[src/rtl/full_system_schm_if.sv]
// Operand/result bundle of the relative-prime engine.
// The engine has no valid/ready handshake: Input is a level sampled once
// on the LOAD edge, and a nonzero finalOutput is the only completion flag.
interface full_system_schm_if #(
    parameter int CYC_W = 32
);
    logic [15:0]      Input;
    logic [15:0]      finalOutput;
    logic [CYC_W-1:0] Cycles;

    // Environment side: supplies the operand, observes the result.
    modport master (
        output Input,
        input  finalOutput,
        input  Cycles
    );

    // Engine side: consumes the operand, publishes the result.
    modport slave (
        input  Input,
        output finalOutput,
        output Cycles
    );
endinterface

[src/rtl/full_system_schm.sv]
// Relative-prime engine: after reset and a short settling window it samples
// n from Input and searches m = 2, 3, ... for the first m with gcd(n, m) = 1,
// using subtractive Euclid (one subtract or swap per clock). The result is
// published on finalOutput and held; Cycles counts the clocks spent running.
// n = 0 has no answer and reports 16'hFFFF immediately.
module full_system_schm #(
    parameter int INIT_CYCLES = 4,   // must be >= 1
    parameter int CYC_W       = 32
) (
    input  logic                CLK,
    input  logic                Reset,
    full_system_schm_if.slave   bus,
    output logic [2:0]          dbg_state
);

    localparam int CNT_W = (INIT_CYCLES > 1) ? $clog2(INIT_CYCLES) : 1;
    localparam logic [CNT_W-1:0] INIT_LAST = CNT_W'(INIT_CYCLES - 1);

    typedef enum logic [2:0] {
        S_INIT  = 3'd0,
        S_LOAD  = 3'd1,
        S_SETUP = 3'd2,
        S_STEP  = 3'd3,
        S_CHECK = 3'd4,
        S_DONE  = 3'd5
    } state_t;

    state_t           state_q, state_d;
    logic [CNT_W-1:0] init_cnt_q, init_cnt_d;
    logic [15:0]      n_q, n_d;
    logic [15:0]      m_q, m_d;
    logic [15:0]      a_q, a_d;
    logic [15:0]      b_q, b_d;
    logic [15:0]      final_q, final_d;
    logic [CYC_W-1:0] cycles_q, cycles_d;

    // Next-state and datapath: everything holds unless the current state acts.
    always_comb begin
        state_d    = state_q;
        init_cnt_d = init_cnt_q;
        n_d        = n_q;
        m_d        = m_q;
        a_d        = a_q;
        b_d        = b_q;
        final_d    = final_q;
        cycles_d   = cycles_q;

        // Every running clock counts, including the one that enters DONE;
        // the counter sticks at all-ones rather than wrapping.
        if (state_q != S_DONE && cycles_q != {CYC_W{1'b1}}) begin
            cycles_d = cycles_q + 1'b1;
        end

        case (state_q)
            S_INIT: begin
                if (init_cnt_q == INIT_LAST) begin
                    state_d = S_LOAD;
                end else begin
                    init_cnt_d = init_cnt_q + 1'b1;
                end
            end
            S_LOAD: begin
                n_d = bus.Input;
                if (bus.Input == 16'd0) begin
                    // gcd(0, m) = m, never 1: report the no-answer marker.
                    final_d = 16'hFFFF;
                    state_d = S_DONE;
                end else begin
                    m_d     = 16'd2;
                    state_d = S_SETUP;
                end
            end
            S_SETUP: begin
                a_d     = n_q;
                b_d     = m_q;
                state_d = S_STEP;
            end
            S_STEP: begin
                // a >= b guards the subtraction, so it cannot underflow.
                if (b_q == 16'd0) begin
                    state_d = S_CHECK;
                end else if (a_q >= b_q) begin
                    a_d = a_q - b_q;
                end else begin
                    a_d = b_q;
                    b_d = a_q;
                end
            end
            S_CHECK: begin
                // a now holds gcd(n, m). m stays small (<= 23 for 16-bit n).
                if (a_q == 16'd1) begin
                    final_d = m_q;
                    state_d = S_DONE;
                end else begin
                    m_d     = m_q + 16'd1;
                    state_d = S_SETUP;
                end
            end
            S_DONE: begin
                // Parked until Reset; outputs frozen.
            end
            default: begin
                state_d = S_INIT;
            end
        endcase
    end

    // State register with synchronous reset that clears all residue of a run.
    always_ff @(posedge CLK) begin
        if (Reset) begin
            state_q    <= S_INIT;
            init_cnt_q <= '0;
            n_q        <= '0;
            m_q        <= '0;
            a_q        <= '0;
            b_q        <= '0;
            final_q    <= '0;
            cycles_q   <= '0;
        end else begin
            state_q    <= state_d;
            init_cnt_q <= init_cnt_d;
            n_q        <= n_d;
            m_q        <= m_d;
            a_q        <= a_d;
            b_q        <= b_d;
            final_q    <= final_d;
            cycles_q   <= cycles_d;
        end
    end

    assign bus.finalOutput = final_q;
    assign bus.Cycles      = cycles_q;
    assign dbg_state       = state_q;

endmodule

[src/flat_wrapper.sv]
// flat-port wrapper written by rule: the top's interface ports become plain ports
module full_system_schm_flat 
#(
    parameter int INIT_CYCLES = 4,                  
    parameter int CYC_W       = 32
)
  (CLK, Reset, dbg_state, bus_Input, bus_finalOutput, bus_Cycles);
  full_system_schm_if #(.CYC_W(CYC_W)) bus_i ();
  input  logic CLK;
  input  logic Reset;
  output logic [2:0] dbg_state;
  input wire logic [$bits(bus_i.Input)-1:0] bus_Input;
  output wire logic [$bits(bus_i.finalOutput)-1:0] bus_finalOutput;
  output wire logic [$bits(bus_i.Cycles)-1:0] bus_Cycles;
  assign bus_i.Input = bus_Input;
  assign bus_finalOutput = bus_i.finalOutput;
  assign bus_Cycles = bus_i.Cycles;
  full_system_schm #(.INIT_CYCLES(INIT_CYCLES), .CYC_W(CYC_W)) u_core (.CLK(CLK), .Reset(Reset), .bus(bus_i), .dbg_state(dbg_state));
endmodule
[config.mk]
export PLATFORM = sky130hd
export DESIGN_NAME = full_system_schm_flat
export DESIGN_NICKNAME = d
export VERILOG_FILES = /design/src/rtl/full_system_schm_if.sv /design/src/rtl/full_system_schm.sv /design/src/flat_wrapper.sv
export SDC_FILE = /design/constraint.sdc
export NUM_CORES = 1
export LEC_CHECK = 0
export CAP_MARGIN = 10
export CORE_ASPECT_RATIO = 1.4
export CORE_MARGIN = 3
export CORE_UTILIZATION = 30
export CTS_CLUSTER_DIAMETER = 200
export CTS_CLUSTER_SIZE = 20
export DETAILED_ROUTE_END_ITERATION = 7
export HOLD_SLACK_MARGIN = 0.12
export PLACE_DENSITY_LB_ADDON = 0.1
export SYNTH_ARGS = -nofsm -noshare
export SYNTH_HDL_FRONTEND = slang
export SYNTH_SLANG_ARGS = --single-unit
export TNS_END_PERCENT = 50
[constraint.sdc]
create_clock -name CLK -period 2.7 [get_ports CLK]
set_input_delay 0.54 -clock CLK [delete_from_list [all_inputs] [get_ports CLK]]
set_output_delay 0.54 -clock CLK [all_outputs]
set_load 0.02 [all_outputs]
# Yosys cells after proc, flatten, opt, wreduce, memory -nomap -nowiden
# Cells that the tools add are included.
dict set report word_totals {
  register_bits 117
  inputBits 18
  output_inout_bits 51
  elab_cells 61
}
dict set report op_classes {
  n_addsub 4
  magnitude_cmp 1
  n_eq_ne 17
  n_mux 17
  bitwise 2
  n_reduce_logical 12
}
# cell count
set op_table {}
lappend op_table {{$mux W16} 8}
lappend op_table {{$pmux W16 S2} 4}
lappend op_table {{$add A32 B1 Y32 const B} 1}
lappend op_table {{$logic_not A16 Y1} 2}
lappend op_table {{$ne A32 B32 Y1 const B} 1}
lappend op_table {{$pmux W3 S6} 1}
lappend op_table {{$add A16 B1 Y16 const B} 1}
lappend op_table {{$eq A16 B1 Y1 const B} 1}
lappend op_table {{$ge A16 B16 Y1} 1}
lappend op_table {{$sub A16 B16 Y16} 1}
lappend op_table {{$mux W3} 4}
lappend op_table {{$reduce_and A3 Y1} 4}
lappend op_table {{$ne A2 B1 Y1 const B} 4}
lappend op_table {{$ne A2 B2 Y1 const B} 4}
lappend op_table {{$eq A3 B2 Y1 const B} 2}
lappend op_table {{$eq A3 B3 Y1 const B} 2}
lappend op_table {{$reduce_and A2 Y1} 2}
lappend op_table {{$reduce_bool A2 Y1} 2}
lappend op_table {{$eq A3 B1 Y1 const B} 1}
lappend op_table {{$logic_not A3 Y1} 1}
lappend op_table {{$ne A3 B3 Y1 const B} 1}
lappend op_table {{$add A2 B1 Y2 const B} 1}
lappend op_table {{$eq A2 B2 Y1 const B} 1}
lappend op_table {{$not A1 Y1} 2}
lappend op_table {{$logic_and A1 B1 Y1} 1}

# Logic depth before layout (Yosys ltp)
# Gate-level depths: netlist of the first run.
dict set report logic_depth {
  depth_word 4
  ltp_mapped 12
  depth_no_buf 10
}

# Worst setup path after synthesis of the first run
# OpenSTA, ideal clock, no wires.
dict set report synth_path {
  path_type {reg-to-reg}
  startpoint {register u_core.a_q[0]}
  endpoint {register u_core.b_q[1]}
  setup_time_ns 0.122
  t_arrival_ns 2.388
  t_required_ns 2.578
  path_slack_ns 0.190
  stages_incl_launch_ff 13
  path_buffers 2
  period_less_slack_ns 2.510
  cell_sequence {dfxtp_1 -> inv_1 -> ha_1 -> fa_1 -> nand2b_1 -> a21oi_1 -> o31a_1 -> a211o_1 -> buf_6 -> a21oi_4 -> nor2_2 -> buf_6 -> a221o_1}
}
dict set report synth_via {
  elab_chain_len 3
}
# item line_no
set synth_lines {}
lappend synth_lines {{from (decl)} full_system_schm.sv:32} ;# logic [15:0] a_q, a_d;
lappend synth_lines {{from (signal assigned)} full_system_schm.sv:115} ;# a_q <= '0;
lappend synth_lines {{from (signal assigned)} full_system_schm.sv:124} ;# a_q <= a_d;
lappend synth_lines {{$ge A16 B16 Y1} full_system_schm.sv:82} ;# end else if (a_q >= b_q) begin
lappend synth_lines {{$ne A2 B2 Y1 (no line)} --}
lappend synth_lines {{$reduce_and A3 Y1 (no line)} --}
lappend synth_lines {{to (signal assigned)} full_system_schm.sv:116} ;# b_q <= '0;
lappend synth_lines {{to (signal assigned)} full_system_schm.sv:125} ;# b_q <= b_d;
lappend synth_lines {{to (decl)} full_system_schm.sv:33} ;# logic [15:0] b_q, b_d;
# Every way passes these cells.
# A chain may end at the register's enable or synchronous reset.

# Worst setup path in the final report of the first run
dict set report layout_path {
  startpoint {register u_core.b_q[13]}
  endpoint {register u_core.b_q[1]}
}
dict set report layout_via {
  elab_chain_len 3
  word_cells_on_any_way 5
  cone_classes {order compare: 1; eq/ne: 2; reduce/logical: 2}
}
# item line_no
set layout_lines {}
lappend layout_lines {{$ge A16 B16 Y1 / $logic_not A16 Y1 (equally long branches)} {full_system_schm.sv:82, full_system_schm.sv:80}}
lappend layout_lines {{$ne A2 B2 Y1 (no line)} --}
lappend layout_lines {{$reduce_and A3 Y1 (no line) (*)} --}
# Every way passes the cells marked *; elsewhere a longest branch is shown, timed or not.

==> results of run 1 <==
[cell families after synthesis]
| family | after synthesis |
|---|---|
| flip-flops | 117 |
| multiplexers | 3 |
| AND/OR/NAND/NOR | 284 |
| adder cells (fa/ha/maj) | 20 |
| XOR/XNOR | 42 |
| buffers and inverters | 66 |
| AO/OA/AOI/OAI | 189 |
[state kept, by name, summed over array words and instances, names as in the netlist]
name and cells:
u_core.bus.Cycles 32, u_core.a_q 16, u_core.b_q 16, u_core.bus.finalOutput 16, u_core.m_q 16, u_core.n_q 16, u_core.dbg_state 3, u_core.init_cnt_q 2
[path summary, 6_finish.rpt]
path                                             startpoint                         end  slack (ns)  cells after the start
worst min register to register   u_core.n_q[0]$_SDFFE_PP0N_  u_core.n_q[0]$_SDFFE_PP0N_        0.46                      2
worst max register to register  u_core.b_q[13]$_SDFFE_PP0P_  u_core.b_q[1]$_SDFFE_PP0P_        0.09                     11
worst min-delay path             u_core.n_q[0]$_SDFFE_PP0N_  u_core.n_q[0]$_SDFFE_PP0N_        0.46                      2
worst max-delay path            u_core.b_q[13]$_SDFFE_PP0P_  u_core.b_q[1]$_SDFFE_PP0P_        0.09                     11
[cell type report]
class / count / area, µm²
Sequential cell: 117 / 2350
Clock buffer: 21 / 470
Tap cell: 248 / 310
Timing Repair Buffer: 116 / 1050
Fill cell: 1978 / 11500
Multi-Input combinational cell: 538 / 3360
Clock inverter: 10 / 105
Inverter: 28 / 105
[layer usage]
metal | vias to the layer above | wire length, µm
li1 | 2808 | -
met1 | 2759 | 7670
met2 | 139 | 10200
met3 | 39 | 816
met4 | 0 | 597
met5 | - | 0
[worst max-delay path, delay by kind of cell (launching register included)]
kind                       cells  cell delay [ns]
AOI/OAI and AO/OA              6             1.39
buffers and inverters          3             0.44
and+or+nand+nor                1             0.05
DFF                            1             0.36
adders and majority gates      1             0.27
[repair_timing]
item,CTS,global route
buffers inserted,0,4
gates resized for setup,2,11
endpoints found under the setup margin,2,25
pin swaps,0,3
[placed cells by master (no fill, tap or decap), types with 6 or more instances in the layout]
cell type / instances
and3_1: 11
ha_1: 14
nor3_1: 15
a21oi_1: 47
xor2_1: 21
o32ai_1: 7
o21ai_0: 28
nor4_1: 16
o22ai_1: 18
xnor2_1: 21
buf_4: 47
inv_1: 28
nor2_1: 94
a22oi_1: 7
dfxtp_1: 114
a22o_1: 13
or3_1: 12
nand4_1: 15
clkdlybuf4s50_1: 67
o31ai_1: 6
a211oi_1: 6
clkinv_2: 6
nand2_1: 67
clkbuf_16: 17
nand3_1: 21
a21o_1: 17
[power breakdown]
part	total, mW	internal, mW	leakage (nW)	switching (mW)
clock	2.21	1.41	0.284	0.798
combinational	1.90	0.846	1.71	1.05
sequential	1.91	1.81	0.946	0.0969
total	6.02	4.07	2.94	1.94
==> flow_summary.yaml, run 1 <==
cts:
  clock-sinks: 117
  ctsHtreeMaxLevel: 4
  insertion_delay_ns: 0.41
  clkTransAtPathRegs_ns: 0.05
  cts_hold_buf: 0
  tritoncts: "built"
  cts_buffer_depth: 2
  cts_root_buf: "clkbuf_16"
  cts_inserted_buffers: 17
critical_path:
  startpoint_type: "register"
  cp-end-kind: "register"
  critical-path-max-stage-delay_ns: 0.36
  crit_required_ns: 2.99
  cp_cell_sequence: "inv_1 -> ha_4 -> a21o_1 -> a21o_1 -> a21o_1 -> a211o_1 -> buf_12 -> a21oi_4 -> nor2_2 -> buf_4 -> a221o_1"
  crit_path_frequent_cell: "a21o_1"
  crit_fanout: 15
  crit_type: "register to register"
  crit_path_top_delay_cell: "dfxtp_1"
  crit_arrival_ns: 2.90
synth:
  synth_ff_type: "dfxtp_1"
  synth_fa_ha_area_frac: 0.0435
  ys_seq_area_frac: 0.395
  ys_seq_elements: 117
  synthCells: 721
  synth_top_family_by_area: "simple AND/OR/NAND/NOR gates"
  synth.top_cell.area_share: 0.395
  synth_compound_area_frac: 0.214
  synth.avg_cell_area_um2: 8.22
  yosysMostFrequentCell: "dfxtp_1"
  synth_cell_types: 62
  synth_area_leaders: "dfxtp_1, nor2_1, nand2_1"
  synth_top_cell_by_area: "dfxtp_1"
  synth_edf_count: 0
  synth-async-reset-ratio: 0
  yosys.area_share.simple: 0.231
  synth_nets: 759
  ys_warn_count: 0
  netlist_area_um2: 5930
  synth_common_cells: "dfxtp_1, nor2_1, nand2_1"
  synth-xor-area-share: 0.0621
  synthMuxAreaShare: 0.00528
detailed_routing:
  wl_mm: 19.3
  viasPerCell: 5.33
  avgRoutedWirePerCell_um: 17.9
  drt_iter0_markers: 429
  drc: 0
  vias: 5745
  ant_nets: 0
  dr.pass1.iters: 5
place:
  pre_cts_ws_ns: -0.0126
  numPortBuffers: 68
  gp_congestion: 0.874
  dpl.hpwl_mm: 14.5
  placed_cells: 1043
  dpl-instance-area_um2: 7070
final_layout:
  fin_cells: 1078
  final_util: 0.401
  layout-drive-gt1-share: 0.123
  fin_area_um2: 7740
  synthToLayoutAreaGrowth_pct: 30.7
  layout.nets: 856
  diodes: 0
floorplanning:
  die_w_um: 125
  dieArea_um2: 21500
  fp-row-count: 60
  core_area_um2: 19300
  die_y_um: 172
  initial_core_util: 0.307
  ioPinCount: 69
timing:
  fmaxAchievable_ghz: 0.383
  rsz0062_at_grt: "false"
  fin_crit_ns: 2.61
  slew_headroom: 0.368
  report.final.slew_viol_count: 0
  finalCritPeriodShare: 0.967
  setup_violations: 0
  skew_ns: 0.00744
  worst_slew_pin_slew_ns: 0.941
  hold-worst-slack_ns: 0.462
  setup_slack_ns: 0.0895
  tns_ns: 0
  finalHoldViolCount: 0
outcome:
  status: "finished clean"
pwr:
  power.density_nw_per_um2: 777
  leakage_nw: 2.94
  total_power_mw: 6.02
  ir_worst_vdd_mv: 0.402
global_routing:
  grt_max_degree: 72
  first_global_vias: 5702
  grt_use_met2: 0.335
  grt_pass1_wl_mm: 30.5
  track_usage: 0.180
  top_usage_layer: "met2"
  grtUsageMet1: 0.195
  grt_use_met3: 0.0396
  grt_antenna_before_repair: 0
  grt_overflow: 0
worst_hold_path:
  hold_class: "register to register"
flow_run:
  cap_violations: 0
(Power assumes the default switching activity.)
==> inputs of run 2 (changes only) <==
Settings changed: TNS_END_PERCENT 50 to unset.
==> results of run 2 <==
No change in the layout: final DEF, timing and power equal those of run 1.
